**config.mk**
```make
export PLATFORM = sky130hd
export DESIGN_NAME = dii_insn_gen
export DESIGN_NICKNAME = d
export VERILOG_FILES = /design/src/rtl/dii_insn_gen.sv
export SDC_FILE = /design/constraint.sdc
export NUM_CORES = 1
export LEC_CHECK = 0
export BUFFER_PORTS_ARGS = -buffer_cell sky130_fd_sc_hd__buf_2
export CORE_MARGIN = 10
export CORE_UTILIZATION = 30
export DETAILED_ROUTE_END_ITERATION = 8
export GPL_ROUTABILITY_DRIVEN = 0
export SLEW_MARGIN = 20
export SYNTH_ARGS = -nofsm -noshare
export SYNTH_HDL_FRONTEND = slang
export SYNTH_SLANG_ARGS = --single-unit
```
**constraint.sdc**
```tcl
create_clock -name clk_i -period 13.8 [get_ports clk_i]
set_clock_uncertainty 0.2 [all_clocks]
set_input_delay 1.38 -clock clk_i [delete_from_list [all_inputs] [get_ports clk_i]]
set_output_delay 1.38 -clock clk_i [all_outputs]
set_load 0.02 [all_outputs]
```
**src/rtl/dii_insn_gen.sv**
```systemverilog
// dii_insn_gen: generator end of the DII link.
// The host pushes an instruction sequence into a FIFO. The FIFO head is shown to
// the core's DII fetch ports, and one entry is popped per ack. Once the last
// instruction has been injected, the block waits for RVFI retirement to catch up
// (or for an idle timeout) and then reports done.
// Ports:
//   clk_i, rst_ni                    clock; asynchronous active-high reset
//   host_valid_i/insn_i/last_i       host push request, instruction, end-of-sequence flag
//   host_ready_o                     push accepted when valid & ready (combinational)
//   start_i                          IDLE->RUN, DONE->IDLE (clear)
//   dii_insn_0_o/1_o                 instruction presented to the core (combinational)
//   dii_ack_0_i/1_i, dii_pc_i        core consumed the presented instruction, and its PC
//   rvfi_valid_i                     core retired an instruction
//   busy_o, done_o, timeout_o        run status
//   ack_err_o                        sticky: both acks seen in one cycle
//   inj_cnt_o/ret_cnt_o/nop_cnt_o    injected / retired / NOP-fill counters
//   last_pc_o                        PC captured at the last real injection
module dii_insn_gen #(
    parameter int unsigned DEPTH         = 16,
    parameter int unsigned CNT_W         = 16,
    parameter int unsigned DRAIN_TIMEOUT = 64,
    parameter logic [31:0] NOP_INSN      = 32'h13
) (
    input  logic             clk_i,
    input  logic             rst_ni,
    input  logic             host_valid_i,
    input  logic [31:0]      host_insn_i,
    input  logic             host_last_i,
    output logic             host_ready_o,
    input  logic             start_i,
    output logic [31:0]      dii_insn_0_o,
    output logic [31:0]      dii_insn_1_o,
    input  logic             dii_ack_0_i,
    input  logic             dii_ack_1_i,
    input  logic [31:0]      dii_pc_i,
    input  logic             rvfi_valid_i,
    output logic             busy_o,
    output logic             done_o,
    output logic             timeout_o,
    output logic             ack_err_o,
    output logic [CNT_W-1:0] inj_cnt_o,
    output logic [CNT_W-1:0] ret_cnt_o,
    output logic [CNT_W-1:0] nop_cnt_o,
    output logic [31:0]      last_pc_o
);

    localparam int unsigned AW = $clog2(DEPTH);
    localparam int unsigned PW = AW + 1;
    localparam int unsigned IW = $clog2(DRAIN_TIMEOUT + 1);

    typedef enum logic [1:0] {
        S_IDLE  = 2'd0,
        S_RUN   = 2'd1,
        S_DRAIN = 2'd2,
        S_DONE  = 2'd3
    } state_e;

    state_e           state_q;
    logic [PW-1:0]    wr_ptr_q, rd_ptr_q;
    logic [31:0]      mem_insn_q [DEPTH];
    logic [DEPTH-1:0] mem_last_q;
    logic             seq_closed_q, ack_err_q, timeout_q;
    logic [CNT_W-1:0] inj_cnt_q, ret_cnt_q, nop_cnt_q;
    logic [31:0]      last_pc_q;
    logic [IW-1:0]    idle_q;

    logic             empty, full, push, pop, ack, dual_ack, head_last;
    logic [31:0]      head_insn;
    logic [CNT_W-1:0] ret_inc;

    // Occupancy decode: the extra pointer bit separates full from empty
    assign empty     = (wr_ptr_q == rd_ptr_q);
    assign full      = (wr_ptr_q[AW-1:0] == rd_ptr_q[AW-1:0]) && (wr_ptr_q[AW] != rd_ptr_q[AW]);
    assign head_insn = mem_insn_q[rd_ptr_q[AW-1:0]];
    assign head_last = mem_last_q[rd_ptr_q[AW-1:0]];

    assign host_ready_o = !full && !seq_closed_q && (state_q != S_DONE);
    assign push         = host_valid_i && host_ready_o;
    assign ack          = dii_ack_0_i || dii_ack_1_i;
    assign dual_ack     = dii_ack_0_i && dii_ack_1_i;
    assign pop          = (state_q == S_RUN) && ack && !empty;
    // DRAIN exit compares against the count including this cycle's retirement
    assign ret_inc      = ret_cnt_q + CNT_W'(rvfi_valid_i);

    // Zero-latency presentation: the ack in a cycle consumes what is shown in it
    assign dii_insn_0_o = ((state_q == S_RUN) && !empty) ? head_insn : NOP_INSN;
    assign dii_insn_1_o = dii_insn_0_o;

    assign busy_o    = (state_q == S_RUN) || (state_q == S_DRAIN);
    assign done_o    = (state_q == S_DONE);
    assign timeout_o = timeout_q;
    assign ack_err_o = ack_err_q;
    assign inj_cnt_o = inj_cnt_q;
    assign ret_cnt_o = ret_cnt_q;
    assign nop_cnt_o = nop_cnt_q;
    assign last_pc_o = last_pc_q;

    // FIFO storage; contents are only meaningful between the pointers
    always_ff @(posedge clk_i) begin
        if (push) begin
            mem_insn_q[wr_ptr_q[AW-1:0]] <= host_insn_i;
            mem_last_q[wr_ptr_q[AW-1:0]] <= host_last_i;
        end
    end

    // Sequencer, FIFO pointers, counters and flags
    always_ff @(posedge clk_i or posedge rst_ni) begin
        if (rst_ni) begin
            state_q      <= S_IDLE;
            wr_ptr_q     <= '0;
            rd_ptr_q     <= '0;
            seq_closed_q <= 1'b0;
            ack_err_q    <= 1'b0;
            timeout_q    <= 1'b0;
            inj_cnt_q    <= '0;
            ret_cnt_q    <= '0;
            nop_cnt_q    <= '0;
            last_pc_q    <= '0;
            idle_q       <= '0;
        end else begin
            if (dual_ack) ack_err_q <= 1'b1;
            if (push) begin
                wr_ptr_q <= wr_ptr_q + PW'(1);
                if (host_last_i) seq_closed_q <= 1'b1;
            end
            if (pop) rd_ptr_q <= rd_ptr_q + PW'(1);
            if (rvfi_valid_i && busy_o) ret_cnt_q <= ret_inc;

            case (state_q)
                S_IDLE: begin
                    if (start_i) state_q <= S_RUN;
                end
                S_RUN: begin
                    if (ack) begin
                        if (!empty) begin
                            inj_cnt_q <= inj_cnt_q + CNT_W'(1);
                            last_pc_q <= dii_pc_i;
                            if (head_last) begin
                                state_q <= S_DRAIN;
                                idle_q  <= '0;
                            end
                        end else begin
                            nop_cnt_q <= nop_cnt_q + CNT_W'(1);
                        end
                    end
                end
                S_DRAIN: begin
                    if (ret_inc == inj_cnt_q) begin
                        state_q <= S_DONE;
                    end else if (rvfi_valid_i) begin
                        idle_q <= '0;
                    end else if (idle_q == IW'(DRAIN_TIMEOUT - 1)) begin
                        state_q   <= S_DONE;
                        timeout_q <= 1'b1;
                    end else begin
                        idle_q <= idle_q + IW'(1);
                    end
                end
                S_DONE: begin
                    // Clear takes priority over a dual ack seen in the same cycle
                    if (start_i) begin
                        state_q      <= S_IDLE;
                        wr_ptr_q     <= '0;
                        rd_ptr_q     <= '0;
                        seq_closed_q <= 1'b0;
                        ack_err_q    <= 1'b0;
                        timeout_q    <= 1'b0;
                        inj_cnt_q    <= '0;
                        ret_cnt_q    <= '0;
                        nop_cnt_q    <= '0;
                        last_pc_q    <= '0;
                        idle_q       <= '0;
                    end
                end
                default: state_q <= S_IDLE;
            endcase
        end
    end

endmodule

```
# Yosys cells after proc, flatten, opt, wreduce, memory -nomap -nowiden
# Memories as Yosys holds them, arrays and structs flattened.
# Cells that the tools add are included.
dict set report classes {
  n_lt_le_gt_ge 3
  add_sub_neg 6
  n_mux 57
  reduce_logical 24
  eq_ne 21
}
# op count
set op_table {}
lappend op_table {{$mux W16} 8}
lappend op_table {{$mux W32} 4}
lappend op_table {{$pmux W16 S2} 2}
lappend op_table {{$pmux W32 S2} 1}
lappend op_table {{$mux W7} 7}
lappend op_table {{$add A16 B1 Y16 const B} 2}
lappend op_table {{$mux W5} 6}
lappend op_table {{$pmux W7 S3} 1}
lappend op_table {{$ne A2 B2 Y1 const B} 9}
lappend op_table {{$add A16 B1 Y16} 1}
lappend op_table {{$bwmux W16} 1}
lappend op_table {{$eq A16 B16 Y1} 1}
lappend op_table {{$mux W2} 8}
lappend op_table {{$mux W1} 15}
lappend op_table {{$reduce_and A7 Y1} 2}
lappend op_table {{$add A5 B1 Y5 const B} 2}
lappend op_table {{$logic_and A1 B1 Y1} 10}
lappend op_table {{$lt A4 B5 Y1 const B} 2}
lappend op_table {{$pmux W2 S4} 1}
lappend op_table {{$reduce_and A4 Y1} 2}
lappend op_table {{$add A7 B1 Y7 const B} 1}
lappend op_table {{$eq A7 B6 Y1 const B} 1}
lappend op_table {{$eq A5 B5 Y1} 1}
lappend op_table {{$reduce_and A5 Y1} 1}
lappend op_table {{17 further kinds} 22}
dict set report word_totals {
  input_bits 72
  elab_cells 124
  n_memories 1
  regBits 118
  ram_bits 512
}
# name depth word_bits rd rd_clocked_by_memory_dff wr line_no
set mem_list {}
lappend mem_list {mem_insn_q 16 32 1 0 1 60} ;# logic [31:0] mem_insn_q [DEPTH];

# Longest topological paths before layout
# Gate-level depths: netlist (run 1).
dict set report logic_depth {
  depth_word 9
  mapped_depth 11
  ltp_nobuf 9
}

# Least setup slack after synthesis (run 1)
# Ideal clock, no wire load.
dict set report synth_path {
  path_type {reg-to-reg}
  start {register state_q[0]}
  end {memory mem_insn_q[3][0] (enable)}
  synth_period_minus_slack_ns 5.077
  setup_ns 0.464
  slack_ns 8.723
  arrival_ns 4.412
  path_stages_with_launch 8
  required_ns 13.136
  cell_sequence {dfrtp_1 > ha_1 > clkbuf_1 > a211oi_1 > and2_1 > clkbuf_1 > nand2_1 > nor3_1}
}
dict set report synth_between {
  elab_chain_len 5
}
# item line_no
set synth_lines {}
lappend synth_lines {{start, declared} 58} ;# state_e state_q;
lappend synth_lines {{start signal, assigned} 109} ;# state_q <= S_IDLE;
lappend synth_lines {{start signal, assigned} 131} ;# if (start_i) state_q <= S_RUN;
lappend synth_lines {{start signal, assigned} 139} ;# state_q <= S_DRAIN;
lappend synth_lines {{$ne A2 B2 Y1} 77} ;# assign host_ready_o = !full && !seq_closed_q && (state_q != S_DONE);
lappend synth_lines {{$logic_and A1 B1 Y1} 77}
lappend synth_lines {{net host_ready_o} 29} ;# output logic host_ready_o,
lappend synth_lines {{$logic_and A1 B1 Y1} 78} ;# assign push = host_valid_i && host_ready_o;
lappend synth_lines {{$mux W1} 100} ;# if (push) begin
lappend synth_lines {{$mux W1 (implied by the code)} 101} ;# mem_insn_q[wr_ptr_q[AW-1:0]] <= host_insn_i;
lappend synth_lines {{end, declared} 60}
# The timed path passes the listed nets, and every way through them passes these cells.

# Worst setup path in the final report (run 1)
dict set report layout_path {
  start {register rd_ptr_q[1]}
  end {output dii_insn_0_o[31]}
}
dict set report layout_between {
  elab_chain_len 4
  elab_cells_between_ends 5
}
# item line_no
set layout_lines {}
lappend layout_lines {{start, declared} 59} ;# logic [PW-1:0] wr_ptr_q, rd_ptr_q;
lappend layout_lines {{start signal, assigned} 126} ;# if (pop) rd_ptr_q <= rd_ptr_q + PW'(1);
lappend layout_lines {{parallel branches: the longest is 3 deep, another holds $mem_v2 Z16 W32} --}
lappend layout_lines {{$mux W32 (*)} 86} ;# assign dii_insn_0_o = ((state_q == S_RUN) && !empty) ? head_insn : NOP_INSN;
lappend layout_lines {{end, declared} 31} ;# output logic [31:0] dii_insn_0_o,
# Mark *: on every way between the ends.

==> run_results.csv, run 1 <==
group,metric,value,unit
clock_network,clkLatencyLatePin,0.60,ns
setup_path,worst_path_max_delay_cell,"dfrtp_4",
global_routing,grt_overflow,0,
setup_path,path_class,"reg -> out",
die,coreArea,0.08528,mm²
sta,setup_tns,0,ns
sta,setup_violations,0,
sta,slew_viol_final,0,
layout,syn2layout_area_growth,17.75,%
routing,via_per_inst,4.925,
sta,tightest_slew,1.034,ns
routing,drt_iter0_drc,1171,
power_and_ir_drop,fin_total_pwr,5.861,mW
clock_network,ctsHoldBuffers,0,
die,initial_core_util,30.28,%
sta,max_freq,0.1707,GHz
clock_network,cts_made_buffers,70,
clock_network,clkTransAtPathRegs,0.06,ns
global_routing,grt_pass1_wl,96820,µm
sta,setup_ws,7.942,ns
setup_path,worst_path_largest_cell_delay,0.80,ns
worst_hold_path,hold_class,"reg -> reg",
setup_path,cp-start-kind,"flip-flop",
setup_path,cp-startpoint,"rd_ptr_q[1]",
setup_path,ff2ff_path_depth,8,
sta,post-route-period-util,42.45,%
job,drv_cap,0,
die,num_io_pins,221,
clock_network,cts.sinks,630,
global_routing,antenna_found_initial,15,
synth,synth_top_area_share,61.39,%
setup_path,reg2reg_slack,9.23,ns
setup_path,cp.arrival,4.28,ns
clock_network,cts_resized,0,
sta,max_slew_margin,30.91,%
clock_network,cts_tree,"done",
clock_network,root_buffer,"clkbuf_16",
global_routing,gr-usage-all-layers,13.00,%
synth,synth-seq-cells,630,
synth,synth_edf_count,528,
die,fp.dieH,313.4,µm
placement,dp_hpwl,36970,µm
layout,final_cells,2847,
routing,routed_wl,65440,µm
power_and_ir_drop,ir_worst_vdd,0.09902,mV
layout,fillers,7945,
layout,layout-drive-gt1-share,32.75,%
routing,wl_per_cell,22.98,µm
sta,fin_hold_ws,0.2614,ns
setup_path,end_kind,"output port",
synth,synthTopCellsByArea,"edfxtp_1 (61%), mux4_2 (14%), dfrtp_1 (9.9%)",
clock_network,h-tree-depth,3,
synth,synthArstFlopShare,16.19,%
synth,synth_ff_type,"edfxtp_1",
layout,fin_nets,1735,
status,status,"completed",
sta,finalHoldViolCount,0,
synth,ys_types,60,
routing,final_antenna_net_count,0,
placement,dp_cells,2720,
synth,yosys.area.top_type,"edfxtp_1",
placement,place_ws,8.548,ns
synth,syn_inst,1440,
power_and_ir_drop,power_density,192.7,mW/mm²
setup_path,required,12.22,ns
routing,drtPass1Iterations,6,
routing,drc_errors,0,
synth,synth.net_count,1527,
die,die_w,313.4,µm
placement,io_buffer_count,220,
synth,syn_avg_cell_area,17.93,µm²
synth,yosysSeqAreaShare,71.28,%
synth,netlist_area,0.02583,mm²
sta,rsz0062_at_grt,"false",
die,die_area,0.09822,mm²
routing,vias,14022,
die,row_count,107,
setup_path,path_max_fanout,58,
global_routing,first_global_vias,14465,
power_and_ir_drop,p_leak,10.72,nW
setup_path,timing.rr.start,"rd_ptr_q[2]",
clock_network,postCtsSetupBuffers,0,
setup_path,setup.worst_path.end,"dii_insn_0_o[31]",
setup_path,reg2reg_to,"mem_insn_q[15][11]",
clock_network,clock_path_buffers,3,
sta,fin_crit,5.858,ns
setup_path,path_cells,"buf_4 > buf_4 > mux4_2 > mux4_2 > and3_1 > buf_2",
global_routing,grt_max_degree,102,
synth,yosys_warnings,0,
==> power by group <==
| part | switching, mW | internal, mW | leakage, nW |
|---|---|---|---|
| sequential | 0.133 | 2.22 | 6.11 |
| clock | 0.752 | 1.05 | 1.11 |
| combinational | 1.02 | 0.678 | 3.50 |
==> cells by family after synthesis <==
group	share of synthesized area, %
DFF	71.28
and+or+nand+nor	7.214
muxes	14.52
buffers and inverters	2.447
AOI/OAI and AO/OA	1.914
xor gates and xnor gates	1.899
adders and majority gates	0.7267
==> critical path: cells and delay by family (launching register included) <==
kind | cells | cell delay (ns)
mux | 2 | 0.94
simple gates | 1 | 0.25
buf+inv | 3 | 1.58
flops | 1 | 0.80
==> final cells by class <==
type	instances	area, µm²	area share [%]
Sequential cell	630	18420	60.56
Antenna cell	2	5.005	0.01646
Tap cell	1144	1431	4.707
Clock buffer	83	1842	6.056
Clock inverter	42	400.4	1.317
Multi-Input combinational cell	681	6924	22.77
Inverter	17	66.31	0.2181
Timing Repair Buffer	248	1324	4.353
==> through the flow <==
stage | area (µm²) | utilization [%]
2_1_floorplan | 25830 | -
3_3_place_gp | 28160 | 33.02
3_5_place_dp | 28160 | 33.02
4_1_cts | 30410 | 35.65
5_1_grt | 30410 | 35.65
6_report | 30410 | 35.66
==> routing by layer <==
| metal | wire [µm] | global-route usage [%] | vias to the layer above |
|---|---|---|---|
| li1 | - | - | 6086 |
| met1 | 27870 | 16.95 | 7389 |
| met2 | 31850 | 21.54 | 432 |
| met3 | 4608 | 3.557 | 99 |
| met4 | 1006 | 2.707 | 16 |
| met5 | 98 | 0 | - |
==> synthesized netlist by cell type (all sizes together) (2+ instances only) <==
master     n
or2        5
a31oi      3
nor2b      5
and3      41
or3       17
or4        5
a31o       2
nor3      18
mux2i      2
xor2      27
and4       6
o2bb2ai    2
ha        15
nand2b     7
edfxtp   528
o311ai     2
nand4     47
nand3     26
inv       17
clkbuf    45
a21oi     25
mux4     165
o21bai     3
o21ai     25
nor2      69
nand2    105
and2       8
xnor2     29
buf       67
nor4       4
dfrtp    102
o211ai     4
==> sequential cells by signal, summed over array words and instances (netlist names), 2 cells and up <==
| name | count |
|---|---|
| state_q | 2 |
| rd_ptr_q | 5 |
| inj_cnt_o | 16 |
| last_pc_o | 32 |
| nop_cnt_o | 16 |
| wr_ptr_q | 5 |
| ret_cnt_o | 16 |
| mem_insn_q | 512 |
| mem_last_q | 16 |
| idle_q | 7 |
==> how the worst min path moves through the flow <==
stage | start | endpoint | slack, ns | depth (start not counted)
after CTS | last_pc_o[4] | last_pc_o[4] | 0.26 | 2
final | last_pc_o[4] | last_pc_o[4] | 0.26 | 2
after detailed placement | last_pc_o[15] | last_pc_o[15] | 0.25 | 2
after floorplan | idle_q[6] | idle_q[6] | 0.26 | 1
after global placement | last_pc_o[12] | last_pc_o[12] | 0.24 | 2
after global routing | last_pc_o[14] | last_pc_o[14] | 0.30 | 2
==> placed cells by master, fill, tap and decap left out, types with 6 or more instances in the layout <==
cell | Yosys | layout
a21oi_1 | 25 | 24
and2_1 | 7 | 7
and3_1 | 41 | 41
and4_1 | 6 | 6
buf_2 | 16 | 220
buf_4 | 32 | 27
clkbuf_1 | 45 | 10
clkbuf_16 | 0 | 71
clkinv_1 | 0 | 11
clkinv_2 | 0 | 18
dfrtp_1 | 102 | 98
edfxtp_1 | 528 | 528
ha_1 | 15 | 14
inv_1 | 17 | 16
mux4_2 | 165 | 165
nand2_1 | 105 | 105
nand2b_1 | 7 | 7
nand3_1 | 26 | 26
nand4_1 | 45 | 45
nor2_1 | 69 | 56
nor2_4 | 0 | 12
nor3_1 | 17 | 13
o21ai_0 | 23 | 23
or3_1 | 17 | 17
xnor2_1 | 29 | 29
xor2_1 | 27 | 27
No activity file was read; power rests on OpenSTA's default activity.
==> inputs of run 2 (changes only) <==
==> constraint.sdc (replaced) <==
create_clock -name clk_i -period 5.4 [get_ports clk_i]
set_clock_uncertainty 0.2 [all_clocks]
set_input_delay 0.54 -clock clk_i [delete_from_list [all_inputs] [get_ports clk_i]]
set_output_delay 0.54 -clock clk_i [all_outputs]
set_load 0.02 [all_outputs]
==> run 2 against run 1 <==
Wire length grew 1.5%. Via count is 1.6% higher. Hold slack worse by 0.16 ns. Sequential share of layout area shrank 0.98 points. Die area did not move. Non-clock buffer count grew 44. Combinational power increased to 2.7 times the previous value. Critical endpoint is now dii_insn_0_o[30].
==> run_results.csv, run 2 (synthesis results as in run 1) <==
group,metric,value,unit
layout,syn2layout_area_growth,19.69,%
routing,wl_per_cell,22.94,µm
layout,fin_nets,1782,
die,initial_core_util,30.28,%
global_routing,grt_overflow,0,
layout,largest_reg_flops,512,
routing,drc_errors,0,
worst_hold_path,hold_class,"in -> reg",
clock_network,clock_path_buffers,3,
power_and_ir_drop,power_density,491.7,mW/mm²
sta,finalHoldViolCount,0,
die,num_io_pins,221,
setup_path,reg2reg_slack,1.77,ns
setup_path,setup.worst_path.end,"dii_insn_0_o[30]",
routing,vias,14252,
placement,io_buffer_count,220,
setup_path,cp-start-kind,"flip-flop",
clock_network,cts.sinks,630,
setup_path,ff2ff_path_depth,7,
global_routing,antenna_found_initial,14,
placement,placed_cell_area,0.02826,mm²
clock_network,root_buffer,"clkbuf_16",
die,coreArea,0.08528,mm²
sta,max_freq,0.2425,GHz
global_routing,gr-usage-all-layers,13.29,%
routing,via_per_inst,4.923,
die,fp.dieH,313.4,µm
sta,rsz0062_at_grt,"false",
global_routing,grt_pass1_wl,99170,µm
setup_path,path_max_fanout,69,
placement,place_ws,1.717,ns
setup_path,timing.rr.start,"wr_ptr_q[2]",
sta,fin_crit,4.124,ns
layout,design_area,0.03091,mm²
routing,drtPass1Iterations,5,
sta,setup_tns,0,ns
layout,layout_commonest_cell,"edfxtp_1",
clock_network,cts_resized,0,
sta,setup_ws,1.276,ns
power_and_ir_drop,fin_total_pwr,15.20,mW
die,row_count,107,
placement,dp_hpwl,39650,µm
layout,fillers,7937,
status,status,"completed",
layout,layout_common_cells,"edfxtp_1 (528), buf_2 (220), mux4_2 (165), nand2_1 (105), dfrtp_1 (98)",
setup_path,cp-startpoint,"rd_ptr_q[0]",
setup_path,path_class,"reg -> out",
routing,drt_iter0_drc,1111,
sta,tightest_slew,0.9762,ns
die,die_area,0.09822,mm²
global_routing,grt_max_degree,133,
routing,routed_wl,66410,µm
routing,final_antenna_net_count,0,
setup_path,end_kind,"output port",
die,die_w,313.4,µm
sta,post-route-period-util,76.38,%
sta,setup_violations,0,
setup_path,cp.arrival,3.38,ns
layout,layout-drive-gt1-share,32.17,%
job,drv_cap,0,
sta,slew_viol_final,0,
power_and_ir_drop,ir_worst_vdd,0.3168,mV
sta,max_slew_margin,34.92,%
clock_network,cts_made_buffers,73,
clock_network,clkLatencyLatePin,0.62,ns
global_routing,first_global_vias,14808,
clock_network,clkTransAtPathRegs,0.06,ns
setup_path,required,4.66,ns
clock_network,h-tree-depth,3,
power_and_ir_drop,p_leak,10.93,nW
clock_network,cts_tree,"done",
setup_path,reg2reg_to,"mem_insn_q[14][12]",
[run 2: changes by cell type in the layout (fill, tap and decap cells not counted), moves of 3 or more]
cell,before,now
buf_4,27,34
clkbuf_1,10,13
clkbuf_16,71,75
clkinv_1,11,14
clkinv_2,18,9
dlygate4sd3_1,0,35
[run 2: what timing repair did]
action,in CTS,in global routing
buffers inserted,0,0
hold endpoints to repair,100,0
hold buffers,35,0
[run 2: final cells by class]
class / count / area [µm²] / share of cell area, %
diodes: 4 / 10.01 / 0.03238
clock inverters: 37 / 342.8 / 1.109
clock buffers: 90 / 1953 / 6.318
well taps: 1144 / 1431 / 4.630
multi-input cells: 681 / 6924 / 22.40
inverters: 17 / 66.31 / 0.2145
flip-flops and latches: 630 / 18420 / 59.58
repair buffers: 292 / 1767 / 5.715
[run 2: per-stage QoR]
| step | instances | hold slack (ns) | utilization (%) |
|---|---|---|---|
| 2_1_floorplan | 1440 | 0.2588 | - |
| 3_3_place_gp | 2729 | 0.2445 | 33.13 |
| 3_5_place_dp | 2729 | 0.2550 | 33.13 |
| 4_1_cts | 2891 | 0.03227 | 36.24 |
| 5_1_grt | 2891 | 0.05910 | 36.24 |
| 6_report | 2895 | 0.09687 | 36.25 |
[run 2: metal layers]
metal  wire, µm  vias to the layer above  global-route usage (%)
li1           -                     6196                       -
met3       5031                      114                   3.570
met1      27420                     7441                   17.31
met2      32510                      489                   21.84
met4       1366                       12                   3.345
met5         83                        -                       0
[run 2: critical path, stage by stage (launching register included)]
cell     delay, ns
dfrtp_4       0.62
buf_12        0.53
mux4_2        0.59
mux4_2        0.49
and3_1        0.30
buf_2         0.20
[run 2: worst min-delay path by stage]
| stage | slack [ns] | start | endpoint | depth (start not counted) |
|---|---|---|---|---|
| 6_report | 0.1 | host_insn_i[0] | mem_insn_q[4][0] | 1 |
| 3_3_place_gp | 0.24 | last_pc_o[25] | last_pc_o[25] | 2 |
| 5_1_grt | 0.06 | host_insn_i[0] | mem_insn_q[4][0] | 1 |
| 2_1_floorplan | 0.26 | idle_q[6] | idle_q[6] | 1 |
| 3_5_place_dp | 0.25 | last_pc_o[7] | last_pc_o[7] | 2 |
| 4_1_cts | 0.03 | host_insn_i[0] | mem_insn_q[4][0] | 1 |
[run 2: where the power goes]
group	switching, mW	internal [mW]	leakage (nW)	total, mW
clock	1.98	2.77	1.12	4.75
sequential	0.261	5.67	6.11	5.94
combinational	2.73	1.78	3.70	4.51
==> inputs of run 3 (changes only) <==
==> constraint.sdc (replaced) <==
create_clock -name clk_i -period 3.8 [get_ports clk_i]
set_clock_uncertainty 0.2 [all_clocks]
set_input_delay 0.38 -clock clk_i [delete_from_list [all_inputs] [get_ports clk_i]]
set_output_delay 0.38 -clock clk_i [all_outputs]
set_load 0.02 [all_outputs]
==> run 3 against run 2 <==
Count of clock-buffer cells in the layout shrank 10. Worst setup slack lost 1.2 ns. Critical path type unchanged. First-iteration DRC count grew 18%. Critical path depth grew 1. Register-to-register slack lost 1.2 ns. Critical endpoint is now dii_insn_1_o[19]. Largest power group unchanged. Sequential power grew 42%. Sequential cell count is the same.
==> run_results.csv, run 3 (synthesis results as in run 1) <==
group,metric,value,unit
layout,largest_reg_flops,512,
placement,dp_hpwl,39220,µm
setup_path,required,3.22,ns
sta,tightest_slew,0.9744,ns
sta,setup_ws,0.1176,ns
die,coreArea,0.08528,mm²
layout,fillers,7840,
clock_network,cts_tree,"done",
power_and_ir_drop,fin_total_pwr,22.18,mW
global_routing,grt_overflow,0,
power_and_ir_drop,switchingPower,7.216,mW
setup_path,cp.arrival,3.10,ns
power_and_ir_drop,p_clk_share,31.8,%
setup_path,worst_path_largest_cell_delay,0.56,ns
die,die_area,0.09822,mm²
routing,via_per_inst,4.922,
layout,fin_nets,1827,
layout,layout-drive-gt1-share,32.66,%
layout,final_cells,2938,
routing,top_layer_used,"met5",
routing,routed_wl,67660,µm
sta,finalHoldViolCount,0,
die,initial_core_util,30.28,%
layout,layout_commonest_cell,"edfxtp_1",
clock_network,clock_path_buffers,3,
power_and_ir_drop,power_density,698.2,mW/mm²
clock_network,clkLatencyLatePin,0.63,ns
routing,drc_errors,0,
routing,drt_iter0_drc,1315,
status,status,"completed",
routing,drtPass1Iterations,5,
clock_network,cts_made_buffers,71,
global_routing,antenna_found_initial,8,
layout,fin_util,37.24,%
setup_path,path_max_fanout,19,
worst_hold_path,hold_class,"in -> reg",
routing,route.met2.wl,33040,µm
clock_network,cts.sinks,630,
setup_path,crit_top_cell,"mux4_2",
power_and_ir_drop,p_leak,11.25,nW
global_routing,grt_pass1_wl,100300,µm
setup_path,cp-start-kind,"flip-flop",
sta,max_freq,0.2716,GHz
setup_path,worst_path_max_delay_cell,"dfrtp_4",
worst_hold_path,hold_depth,4,
clock_network,clkTransAtPathRegs,0.06,ns
placement,place_ws,0.3335,ns
die,fp.dieH,313.4,µm
sta,fin_hold_ws,0.05274,ns
setup_path,ff2ff_path_depth,9,
routing,wl_met1,29370,µm
sta,post-route-period-util,96.91,%
sta,slew_viol_final,0,
layout,syn2layout_area_growth,22.98,%
power_and_ir_drop,p_int,14.96,mW
global_routing,first_global_vias,14950,
placement,io_buffer_count,220,
global_routing,grt_max_degree,86,
sta,fin_crit,3.682,ns
layout,layout.area.seq,0.01842,mm²
routing,wl_per_cell,23.03,µm
job,drv_cap,0,
global_routing,gr-usage-all-layers,13.52,%
die,num_io_pins,221,
routing,vias,14462,
clock_network,h-tree-depth,3,
placement,dp_cells,2741,
power_and_ir_drop,switching_share,32.54,%
sta,setup_violations,0,
layout,layout_common_cells,"edfxtp_1 (528), buf_2 (220), mux4_2 (165), nand2_1 (104), dfrtp_1 (98)",
sta,rsz0062_at_grt,"false",
die,row_count,107,
sta,max_slew_margin,35.04,%
clock_network,postCtsSetupBuffers,0,
clock_network,root_buffer,"clkbuf_16",
setup_path,path_cells,"buf_16 > buf_4 > mux4_2 > mux4_2 > and3_1 > buf_2",
layout,multi_input_area,0.006967,mm²
die,die_w,313.4,µm
routing,route.met3.wl,3890,µm
power_and_ir_drop,ir_worst_vdd,0.6619,mV
power_and_ir_drop,combPwrFrac,30.2,%
power_and_ir_drop,power_frac_seq,38.0,%
setup_path,end_kind,"output port",
setup_path,path_class,"reg -> out",
routing,final_antenna_net_count,0,
==> run 3: cell count changes in the layout (fill, tap and decap cells not counted), moves of 2 or more <==
cell / previous run / this run
buf_12: 3 / 19
buf_4: 34 / 29
bufinv_16: 4 / 9
clkbuf_1: 13 / 5
clkbuf_16: 75 / 72
clkinv_1: 14 / 10
clkinv_2: 9 / 11
clkinvlp_4: 2 / 5
dlygate4sd3_1: 35 / 69
inv_16: 1 / 3
nor3_2: 5 / 1
nor3_4: 0 / 4
==> run 3: path summary, 6_finish.rpt <==
| path | start | to | slack (ns) |
|---|---|---|---|
| hold reg to reg | last_pc_o[18] | last_pc_o[18] | 0.26 |
| setup / recovery | rd_ptr_q[0] | dii_insn_1_o[19] | 0.12 |
| setup reg to reg | ret_cnt_o[0] | idle_q[0] | 0.61 |
| min in group asynchronous | rst_ni | nop_cnt_o[0] | 0.28 |
| hold / removal | rvfi_valid_i | idle_q[2] | 0.05 |
| max in group asynchronous | rst_ni | last_pc_o[2] | 2.32 |
==> run 3: layout make-up <==
class | count | area share, %
Antenna cell | 3 | 0.02364
Clock buffer | 80 | 5.862
Clock inverter | 44 | 1.749
Inverter | 17 | 0.2167
Multi-Input combinational cell | 681 | 21.93
Sequential cell | 630 | 58.00
Tap cell | 1144 | 4.507
Timing Repair Buffer | 339 | 7.713
==> run 3: worst max-delay path, delay by kind of cell, from the launching register on <==
family	cells	cell delay, ns
multiplexers	2	1.01
AND/OR/NAND/NOR	1	0.24
flip-flops	1	0.56
buffers and inverters	3	0.66
==> run 3: metal layers <==
layer | up-vias | global-route usage [%]
li1 | 6275 | -
met1 | 7634 | 17.97
met2 | 454 | 22.39
met3 | 95 | 2.730
met4 | 4 | 3.573
met5 | - | 0
==> run 3: repair_timing <==
action | CTS | global route
setup endpoints to repair | 64 | 0
hold buffers | 69 | 0
resized for setup | 2 | 0
endpoints found under the hold margin | 647 | 0
==> run 3: per-stage QoR <==
stage	TNS [ns]	area, µm²
after floorplan	-100.88	25860
after global placement	0	28600
after detailed placement	0	28600
after CTS	0	31750
after global routing	0	31760
final	0	31760
==> run 3: power by group through the flow <==
stage	clock network (mW)	logic, mW	registers (mW)
floorplan	0	4.30	8.73
global placement	0	6.67	8.52
detailed placement	0	6.77	8.56
CTS	7.21	6.92	8.42
global route	7.49	7.27	8.48
finish	7.05	6.71	8.42
